### src/rtl/priority_decoder.sv
// Two-entry FIFO of 3-bit priority codes feeding a one-hot decoder whose
// output is held for a minimum number of cycles before a handshake releases it.
module priority_decoder #(
  parameter int unsigned HOLD_CYCLES = 2
) (
  input  logic       clk,
  input  logic       rst,
  input  logic [2:0] code,
  input  logic       in_valid,
  output logic       in_ready,
  output logic [3:0] dout,
  output logic       out_none,
  output logic       out_valid,
  input  logic       out_ready,
  output logic [1:0] level
);

  typedef enum logic [1:0] {
    IDLE = 2'd0,
    HOLD = 2'd1,
    WAIT = 2'd2
  } state_t;

  // HOLD_CYCLES=0 skips HOLD entirely, so the reload value is irrelevant then.
  localparam logic [3:0] HOLD_LOAD = (HOLD_CYCLES == 32'd0) ? 4'd0 : 4'(HOLD_CYCLES - 32'd1);
  localparam state_t     POP_STATE = (HOLD_CYCLES == 32'd0) ? WAIT : HOLD;

  state_t     state_q, state_d;
  logic [3:0] cnt_q, cnt_d;
  logic [2:0] mem_q [2];
  logic       wr_ptr_q, wr_ptr_d;
  logic       rd_ptr_q, rd_ptr_d;
  logic [1:0] level_q, level_d;
  logic [3:0] dout_q, dout_d;
  logic       none_q, none_d;
  logic       valid_q, valid_d;
  logic       push;
  logic       pop;
  logic [2:0] head;

  // Returns {none, one_hot}.
  function automatic logic [4:0] decode(input logic [2:0] c);
    logic [4:0] r;
    r = 5'b1_0000;
    if (c[2]) begin
      case (c[1:0])
        2'd0:    r = 5'b0_0001;
        2'd1:    r = 5'b0_0010;
        2'd2:    r = 5'b0_0100;
        2'd3:    r = 5'b0_1000;
        default: r = 5'b0_0000;
      endcase
    end else begin
      r = 5'b1_0000;
    end
    return r;
  endfunction

  assign in_ready  = (level_q != 2'd2);
  assign push      = in_valid & in_ready;
  assign head      = mem_q[rd_ptr_q];
  assign dout      = dout_q;
  assign out_none  = none_q;
  assign out_valid = valid_q;
  assign level     = level_q;

  always_comb begin
    state_d = state_q;
    cnt_d   = cnt_q;
    dout_d  = dout_q;
    none_d  = none_q;
    valid_d = valid_q;
    pop     = 1'b0;
    case (state_q)
      IDLE: begin
        if (level_q != 2'd0) begin
          pop             = 1'b1;
          {none_d, dout_d} = decode(head);
          cnt_d           = HOLD_LOAD;
          state_d         = POP_STATE;
          valid_d         = 1'b1;
        end else begin
          valid_d = 1'b0;
        end
      end
      HOLD: begin
        if (cnt_q == 4'd0) begin
          state_d = WAIT;
        end else begin
          cnt_d = cnt_q - 4'd1;
        end
      end
      WAIT: begin
        if (out_ready && (level_q != 2'd0)) begin
          pop             = 1'b1;
          {none_d, dout_d} = decode(head);
          cnt_d           = HOLD_LOAD;
          state_d         = POP_STATE;
          valid_d         = 1'b1;
        end else if (out_ready) begin
          state_d = IDLE;
          valid_d = 1'b0;
        end else begin
          state_d = WAIT;
        end
      end
      default: begin
        state_d = IDLE;
        valid_d = 1'b0;
      end
    endcase
  end

  always_comb begin
    wr_ptr_d = push ? ~wr_ptr_q : wr_ptr_q;
    rd_ptr_d = pop ? ~rd_ptr_q : rd_ptr_q;
    case ({push, pop})
      2'b10:   level_d = level_q + 2'd1;
      2'b01:   level_d = level_q - 2'd1;
      default: level_d = level_q;
    endcase
  end

  always_ff @(posedge clk or posedge rst) begin
    if (rst) begin
      mem_q[0] <= 3'b000;
      mem_q[1] <= 3'b000;
      wr_ptr_q <= 1'b0;
      rd_ptr_q <= 1'b0;
      level_q  <= 2'd0;
    end else begin
      if (push) begin
        mem_q[wr_ptr_q] <= code;
      end
      wr_ptr_q <= wr_ptr_d;
      rd_ptr_q <= rd_ptr_d;
      level_q  <= level_d;
    end
  end

  always_ff @(posedge clk or posedge rst) begin
    if (rst) begin
      state_q <= IDLE;
      cnt_q   <= 4'd0;
      dout_q  <= 4'b0000;
      none_q  <= 1'b0;
      valid_q <= 1'b0;
    end else begin
      state_q <= state_d;
      cnt_q   <= cnt_d;
      dout_q  <= dout_d;
      none_q  <= none_d;
      valid_q <= valid_d;
    end
  end

endmodule
### config.mk
export PLATFORM = sky130hd
export DESIGN_NAME = priority_decoder
export DESIGN_NICKNAME = d
export VERILOG_FILES = /design/src/rtl/priority_decoder.sv
export SDC_FILE = /design/constraint.sdc
export NUM_CORES = 1
export LEC_CHECK = 0
export CAP_MARGIN = 20
export CORE_ASPECT_RATIO = 1.4
export CORE_MARGIN = 2
export CORE_UTILIZATION = 52
export DETAILED_ROUTE_END_ITERATION = 6
export PLACE_DENSITY = 0.77
export SLEW_MARGIN = 20
export SYNTH_ARGS = -nofsm -noshare
export SYNTH_HDL_FRONTEND = slang
export SYNTH_SLANG_ARGS = --single-unit
### constraint.sdc
create_clock -name clk -period 1.8 [get_ports clk]
set_input_delay 0.45 -clock clk [delete_from_list [all_inputs] [get_ports clk]]
set_output_delay 0.45 -clock clk [all_outputs]
set_load 0.02 [all_outputs]
* Yosys cells after proc, flatten, opt, wreduce, memory -nomap -nowiden
Index checks and enable logic that the tools add are counted.
** Cells by class
- $add $sub $neg :: 3
- Magnitude comparators :: 3
- Equality and inequality tests :: 13
- Multiplexer cells :: 30
- Bitwise operators :: 6
- Reductions and logical operators :: 13
** Operators by type and width (number)
- $mux 4 :: 5
- $pmux 5 s4 :: 1
- $mux 3 :: 4
- $pmux 4 s3 :: 1
- $ne 2x2->1 const B :: 5
- $eq 2x2->1 const B :: 4
- $mux 2 :: 4
- $pmux 4 s2 :: 1
- $bwmux 6 :: 1
- $eq 2x1->1 const B :: 3
- $mux 1 :: 6
- $pmux 2 s3 :: 1
- $reduce_bool 2->1 :: 3
- $mux 5 :: 1
- $ge 2x2->1 const B :: 2
- $logic_not 2->1 :: 2
- $logic_not 4->1 :: 1
- $not 1->2 :: 2
- $pmux 1 s2 :: 2
- $pmux 2 s2 :: 1
- $reduce_and 2->1 :: 2
- $reduce_and 4->1 :: 1
- $sub 4x1->4 const B :: 1
- $demux 3 s1 :: 1
- other kinds (10) :: 13
** Word-level totals
- Flip-flop bits (word level) :: 22
- Input bits :: 7
- Output and inout port bits :: 9
- Logic and storage cells :: 78

* Logic depth before layout (Yosys ltp)
Gate-level depths: netlist of the first run.
- Depth in word-level cells :: 9
- Gate-level depth with buffers :: 8

* Least setup slack after synthesis of the first run
No wires, ideal clock.
- Path kind :: flip-flop to flip-flop
- Start :: register level_q[1], in the netlist level[1]
- End :: register level_q[1], in the netlist level[1]
- Library setup time :: 81 ps
- Arrival time :: 1477 ps
- Data required time :: 1719 ps
- Path slack :: 242 ps
- Stages on the path, launching flop included :: 7
- Buffers on the path :: 1
- Clock period less this slack :: 1558 ps
- Cells stage by stage :: dfrtp_1 o211ai_2 buf_4 inv_1 ha_1 nor2_1 xor2_1
** On the way
- Longest elaborated chain between the ends :: 6
- Elaborated cells on any way between the ends :: 13
- Those cells by class :: add/sub: 2; eq/ne: 3; mux: 4; bitwise: 1; reduce/logical: 3
** Ends and longest elaborated chain
- from (decl) :: RTL line 33 : logic [1:0] level_q, level_d;
- from (signal assigned) :: RTL line 137 : level_q <= level_d;
- $reduce_bool 2->1 * :: RTL line 76, 94
- $logic_and 1x1->1 :: RTL line 94 : if (out_ready && (level_q != 2'd0)) begin
- $mux 1 :: RTL line 94
- $pmux 1 s2 * :: RTL line 74 : case (state_q)
- via pop :: RTL line 38 : logic pop;
- $eq 2x1->1 or $eq 2x2->1 (tied branches) :: RTL line 117 : case ({push, pop})
- $pmux 2 s2 or $reduce_bool 2->1 (tied branches)
Mark *: on every way through the listed nets, which the timed path passes. The rest lies on a longest branch.
A chain may end at the register's enable or synchronous reset.

* Worst setup path in the final report of the first run
- Start :: register valid_q, in the netlist out_valid
- End :: output out_valid
** RTL lines
- from (decl) :: RTL line 36 : logic valid_q, valid_d;
- from (signal assigned) :: RTL line 153 : valid_q <= valid_d;
- to (decl) :: RTL line 13 : output logic out_valid,
No word-level cell between the ends.

==> results.md, run 1 <==
- Outcome: complete, no violations
- Tot Pwr: ~2.4 mW
- DRT iter0 DRCs: 14
- CP bufs+invs: 1
- Insertion delay to the later sink of the worst-skew pair: 0.29 ns
- Synth top area share: around half
- I/O Buffers: 15
- FP Rows: 19
- Worst path top cell family by delay: buffers and inverters
- # Post-CTS Setup Buffers: 0
- Syn Inst Count: 92
- Most common cell in the synthesized netlist: dfrtp_1
- Routed WL per cell: 13.1 µm
- Max_slew headroom: ~80%
- EDFF count, synth: 0
- Fin. max-slew vios: 0
- Period utilization: between 90% and 100%
- CTS max path bufs: 2
- Crit Path Max Fanout: 2
- Synth unique cells: 29
- Largest net degree at the start of global routing: 23
- # diodes: 0
- Syn Nets: ~100
- Routed Antenna Nets: 0
- Area Growth Syn to Fin: 21.5%
- DIE AREA: around 0.0025 mm²
- CTS Buf Count: 3
- Post-route cell area: 0.00133 mm²
- Met1 Track Usage GR: a little under a fifth
- Detailed-route DRC error count: 0
- Async SR Flop Fraction: 100%
- Vias in the first global route: approximately 830
- FILL cells: around 160
- Via Count: between 700 and 800
- Global-route wire length before repair: approximately 3300 µm
- Clock skew: between 0.005 and 0.006 ns
- Synth warn: 0
- Multi-input gate area: approximately 500 µm²
- Die Y: just under 60 µm
- Max frequency: between 500 and 600 MHz
- Met3 Track Usage GR: between 1.5 and 2%
- Power per cell area: 1840 mW/mm²
- Peak supply drop: around 0.98 mV
- HPWL Detailed: 1420 µm
- Syn avg cell area: roughly 12 µm²
- Final setup fails: 0
- Synth cell count leaders: dfrtp_1, o21ai_0, inv_1
- Syn Std Cell Area: between 0.001 and 0.0015 mm²
- Final Hold Vio Count: 0
- Worst path slowest cell: clkdlybuf4s50_1
- Gp weighted congestion: 0.715
- Seq cells post-synth: 22
- Starting Density: 55.4%
- Tightest Pin Transition: around 0.30 ns
- Via/cell ratio: roughly 5.5
- FF+latch area: 552 µm²
- Max-Cap Viols: 0
- Routed Wire Length: between 1500 and 2000 µm
- CTS tree: yes
- H-tree depth: 1
- CTS root buf: clkbuf_4
- CP Launch Type: register
- Worst path cell trace: clkdlybuf4s50_1
- Cell taking the most area after synthesis: dfrtp_1
- Grt total ovfl: 0
- Drt pass-1 iters: 5
- Initial antenna violation count: 0
- IO Pins: 16
- CP required: roughly 1.4 ns
- Final nets: 125
- Overall routing resource usage: about 17%
- Leakage power: around 0.63 nW
- CTS Sinks: 22
- CP arrival: approximately 1.3 ns
- Share of cells above drive strength 1: about 22%
- Post-Route Utilization: between 60% and 70%
- Clock Pin Slew Worst Setup and Hold Paths: around 0.12 ns
- Die Span X: 42.8 µm
- Ranking of synthesized cells by area: dfrtp_1, mux2_4, o21ai_0, ha_1, a22o_1
- Post-synthesis sequential area ratio: between 50% and 60%
- Crit path kind: reg -> out
- Hold WC Path Type: in -> async
- Crit end category: output port
- Hold Slack: between 0.4 and 0.5 ns
- DP Area: approximately 0.0013 mm²
- Fin crit period: roughly 1.7 ns
- Met2 capacity usage during global routing: about 32%
- Post-synth top flop: dfrtp_1
- RSZ-0062 raised after global routing: no
- Gr busiest metal: met2
- Core Area: about 0.0020 mm²
- Largest stage delay on the critical path: about 0.61 ns
## layout make-up
class                   count  area share (%)
clock buffers               4            2.73
inverters                   7            1.98
multi-input cells          61            37.9
flip-flops and latches     22            41.5
well taps                  21            1.98
repair buffers             20            13.8
## registers in the layout (all words and copies together) (netlist names)
name and flops:
out_none 1, state_q 2, cnt_q 4, mem_q 6, dout 4, wr_ptr_q 1, level 2, out_valid 1
rd_ptr_q 1
## power by group
part / internal [mW] / total [mW] / leakage [nW] / switching [mW]
clock network: 0.123 / 0.259 / 0.0210 / 0.136
logic: 0.648 / 1.21 / 0.342 / 0.566
registers: 0.731 / 0.967 / 0.269 / 0.235
total: 1.50 / 2.44 / 0.632 / 0.938
## metal layers
layer	part of all wire [%]	routed length, µm
met2	57	1010
met1	38	672
met4	2.9	51
met3	2.3	41
met5	0	0
## final timing paths
check,from,end,slack (ns),cells after the start
max reg2reg,level[0]$_DFFE_PP0P_,level[1]$_DFFE_PP0P_,0.35,6
max in group asynchronous,rst,level[1]$_DFFE_PP0P_,1.09,3
max,out_valid$_DFFE_PP0P_,out_valid,0.05,1
min,rst,out_none$_DFFE_PP0P_,0.48,3
min reg2reg,out_none$_DFFE_PP0P_,out_none$_DFFE_PP0P_,0.50,2
min in group clk,out_none$_DFFE_PP0P_,out_none$_DFFE_PP0P_,0.50,2
## cell families (layout without fill, tap and decap cells)
| group | count (synthesis) | after routing | synth area share, % |
|---|---|---|---|
| XOR/XNOR | 5 | 5 | 4.00 |
| flip-flops | 22 | 22 | 50.3 |
| AND/OR/NAND/NOR | 27 | 27 | 16.7 |
| AO/OA/AOI/OAI | 17 | 17 | 10.8 |
| buffers and inverters | 9 | 31 | 3.55 |
| multiplexers | 9 | 9 | 11.2 |
| adder cells (fa/ha/maj) | 3 | 3 | 3.43 |
## stage by stage
step	setup slack [ns]	std cells	setup TNS [ns]
6_report	0.0534	135	0
5_1_grt	0.00973	135	0
4_1_cts	0.0431	135	0
3_5_place_dp	-0.0923	131	-0.0923
2_1_floorplan	0.242	92	0
3_3_place_gp	-0.0110	131	-0.0110
## what timing repair did
action,CTS,global route
hold buffers,0,0
endpoints found under the hold margin,0,0
setup endpoints to repair,3,0
resized for setup,4,0
## placed cells by master (no fill, tap or decap), drive strengths merged, types with 2 or more instances in the layout
cell / count
nor3: 2
buf: 5
ha: 3
clkbuf: 4
mux2: 8
nand2: 7
xnor2: 4
o21ai: 8
dlygate4sd2: 3
nand3: 2
nand2b: 6
clkdlybuf4s50: 12
a22o: 4
dfrtp: 22
nor2: 7
inv: 7
Power figures use the tool's default switching activity.
==> run 2, diff against run 1 <==
--- a/config.mk
+++ b/config.mk
@@ -8,9 +8,11 @@
 export CAP_MARGIN = 20
 export CORE_ASPECT_RATIO = 1.4
 export CORE_MARGIN = 2
-export CORE_UTILIZATION = 52
+export CORE_UTILIZATION = 56
 export DETAILED_ROUTE_END_ITERATION = 6
-export PLACE_DENSITY = 0.77
+export GPL_TIMING_DRIVEN = 0
+export PLACE_DENSITY = 0.82
+export SKIP_CTS_REPAIR_TIMING = 1
 export SLEW_MARGIN = 20
 export SYNTH_ARGS = -nofsm -noshare
 export SYNTH_HDL_FRONTEND = slang
==> constraint.sdc (replaced) <==
create_clock -name clk -period 2.2 [get_ports clk]
set_input_delay 0.55 -clock clk [delete_from_list [all_inputs] [get_ports clk]]
set_output_delay 0.55 -clock clk [all_outputs]
set_load 0.02 [all_outputs]
==> run 2 against run 1 <==
Compared with the run above:
- largest power group unchanged
- count of clock-buffer cells in the layout is 1 lower
- cell count is 3.0% lower
- via count is 4.1% lower
- combinational power is 16% lower
- critical path depth is 1 higher
- routed wire length is 6.3% higher
- global-route usage is 2.4 points higher
- first-iteration DRC count is 21% lower
- core utilization is 6.1 points higher
==> results.md, run 2 (synthesis gave the netlist of run 1 again) <==
- Share of cells above drive strength 1: 19.8% (-2.1 points)
- CP required: 1.65 ns (+0.30 ns)
- FP Rows: 18 (-1)
- Commonest non-fill, non-tap cell in the layout: dfrtp_1
- Worst path cell trace: nand2b_4, clkdlybuf4s50_1
- Final nets: 122 (-2.4%)
- CP arrival: 1.56 ns (+0.26 ns)
- Post-Route Utilization: 73.4% (+6.1 points)
- CP bufs+invs: 1 (unchanged)
- Grt total ovfl: 0 (unchanged)
- CP Launch Type: register
- Largest net degree at the start of global routing: 23 (unchanged)
- Hold WC Path Type: reg -> reg
- Leakage power: 0.622 nW (-1.6%)
- Register name with the most flops: mem_q
- Fin. max-slew vios: 0 (unchanged)
- CTS tree: yes
- Global-route wire length before repair: 3080 µm (-5.7%)
- Drt pass-1 iters: 4 (-1)
- I/O Buffers: 15 (unchanged)
- Period utilization: ~96%
- Most frequent cells in the layout: dfrtp_1, clkdlybuf4s50_1, o21ai_0, inv_1
- Routed WL per cell: 14.4 µm (+9.5%)
- Worst path top cell family by delay: buffers and inverters
- Max frequency: 475 MHz
- Final setup margin: 0.0939 ns (+0.0405 ns)
- Tightest Pin Transition: 0.819 ns (+0.515 ns)
- Overall routing resource usage: 19.5% (+2.4 points)
- Crit Path Max Fanout: 6 (+4)
- Insertion delay to the later sink of the worst-skew pair: 0.32 ns (+0.03 ns)
- Final Hold Vio Count: 0 (unchanged)
- Via/cell ratio: 5.48 (-1.2%)
- H-tree depth: 1 (unchanged)
- Crit end category: output port
- Final setup TNS: 0 ns (unchanged)
- Max_slew headroom: 45.3% (-34 points)
- Final setup fails: 0 (unchanged)
- Routed Antenna Nets: 0 (unchanged)
- Vias in the first global route: 694 (-16%)
- Power per cell area: 1600 mW/mm² (-13%)
- Die Y: 56.3 µm (-3.4%)
- Initial antenna violation count: 0 (unchanged)
- Detailed-route DRC error count: 0 (unchanged)
- Peak supply drop: 1.03 mV (+5.4%)
- Max-Cap Viols: 0 (unchanged)
- Routed Wire Length: 1880 µm (+6.3%)
- DP Area: 0.00127 mm² (-2.0%)
- CTS Buf Count: 3 (unchanged)
- HPWL Detailed: 1410 µm (-1.0%)
- CTS Sinks: 22 (unchanged)
- Area Growth Syn to Fin: 20.9%
- Clock skew: 0.00888 ns (+0.00387 ns)
- Clock Pin Slew Worst Setup and Hold Paths: 0.13 ns (about the same)
- Multi-input gate area: 504 µm² (unchanged)
- Gp weighted congestion: 0.715 (about the same)
- Fin crit period: 2.11 ns
- Worst path slowest cell: clkdlybuf4s50_1
- Max reg flops: 6 (unchanged)
- CTS max path bufs: 2 (unchanged)
- DP Worst Slack: 0.0267 ns (+0.119 ns)
- RSZ-0062 raised after global routing: no
- DRT iter0 DRCs: 11 (-3)
- Die Span X: 41.3 µm (-3.3%)
- Post-route cell area: 0.00132 mm² (-0.47%)
- Crit path kind: reg -> out
- # diodes: 0 (unchanged)
- DIE AREA: 0.00233 mm² (-6.6%)
- Starting Density: 60.7% (+5.3 points)
- Tot Pwr: 2.12 mW (-13%)
- Via Count: 718 (-4.1%)
- Core Area: 0.00180 mm² (-8.7%)
- FF+latch area: 552 µm² (unchanged)
- FILL cells: 133 (-18%)
- CTS root buf: clkbuf_4
- Outcome: complete, no violations
- IO Pins: 16 (unchanged)
- Largest stage delay on the critical path: 0.61 ns (about the same)
-- run 2: routing by layer --
metal  GRT usage, %  vias up  part of all wire (%)
met5              0        -                     0
met4           9.68        0                   2.4
li1               -      354                     -
met3           2.37        5                   2.4
met1           24.2      348                    42
met2           31.3       11                    53
-- run 2: power by group --
group	leakage (nW)	internal [mW]	switching (mW)
clock network	0.0279	0.184	0.129
registers	0.269	0.598	0.189
logic	0.325	0.539	0.478
-- run 2: through the flow --
| stage | hold slack, ns | cells |
|---|---|---|
| after floorplan | 0.451 | 92 |
| after global placement | 0.465 | 127 |
| after detailed placement | 0.483 | 127 |
| after CTS | 0.500 | 131 |
| after global routing | 0.541 | 131 |
| final | 0.496 | 131 |
-- run 2: cell type report --
type                    count  area share, %
plain buffers               2          0.946
clock buffers               3           1.70
clock inverters             1           2.27
inverters                   7           1.99
multi-input cells          61           38.1
flip-flops and latches     22           41.7
well taps                  20           1.89
repair buffers             15           11.4
-- run 2: final timing paths --
path,startpoint,slack [ns],end,cells after the start
min,cnt_q[3]$_DFFE_PP0P_,0.50,cnt_q[3]$_DFFE_PP0P_,1
min in group asynchronous,rst,0.67,cnt_q[0]$_DFFE_PP0P_,2
min reg2reg,cnt_q[3]$_DFFE_PP0P_,0.50,cnt_q[3]$_DFFE_PP0P_,1
max reg2reg,level[1]$_DFFE_PP0P_,0.61,level[1]$_DFFE_PP0P_,6
max in group asynchronous,rst,0.96,level[0]$_DFFE_PP0P_,2
max,level[0]$_DFFE_PP0P_,0.09,in_ready,2
-- run 2: worst reg2reg max path: stages, from the launching register on --
cell and delay (ns):
dfrtp_1 0.48, o211ai_2 0.21, buf_4 0.20, inv_1 0.05
ha_1 0.29, nor2_1 0.14, xor2_1 0.14
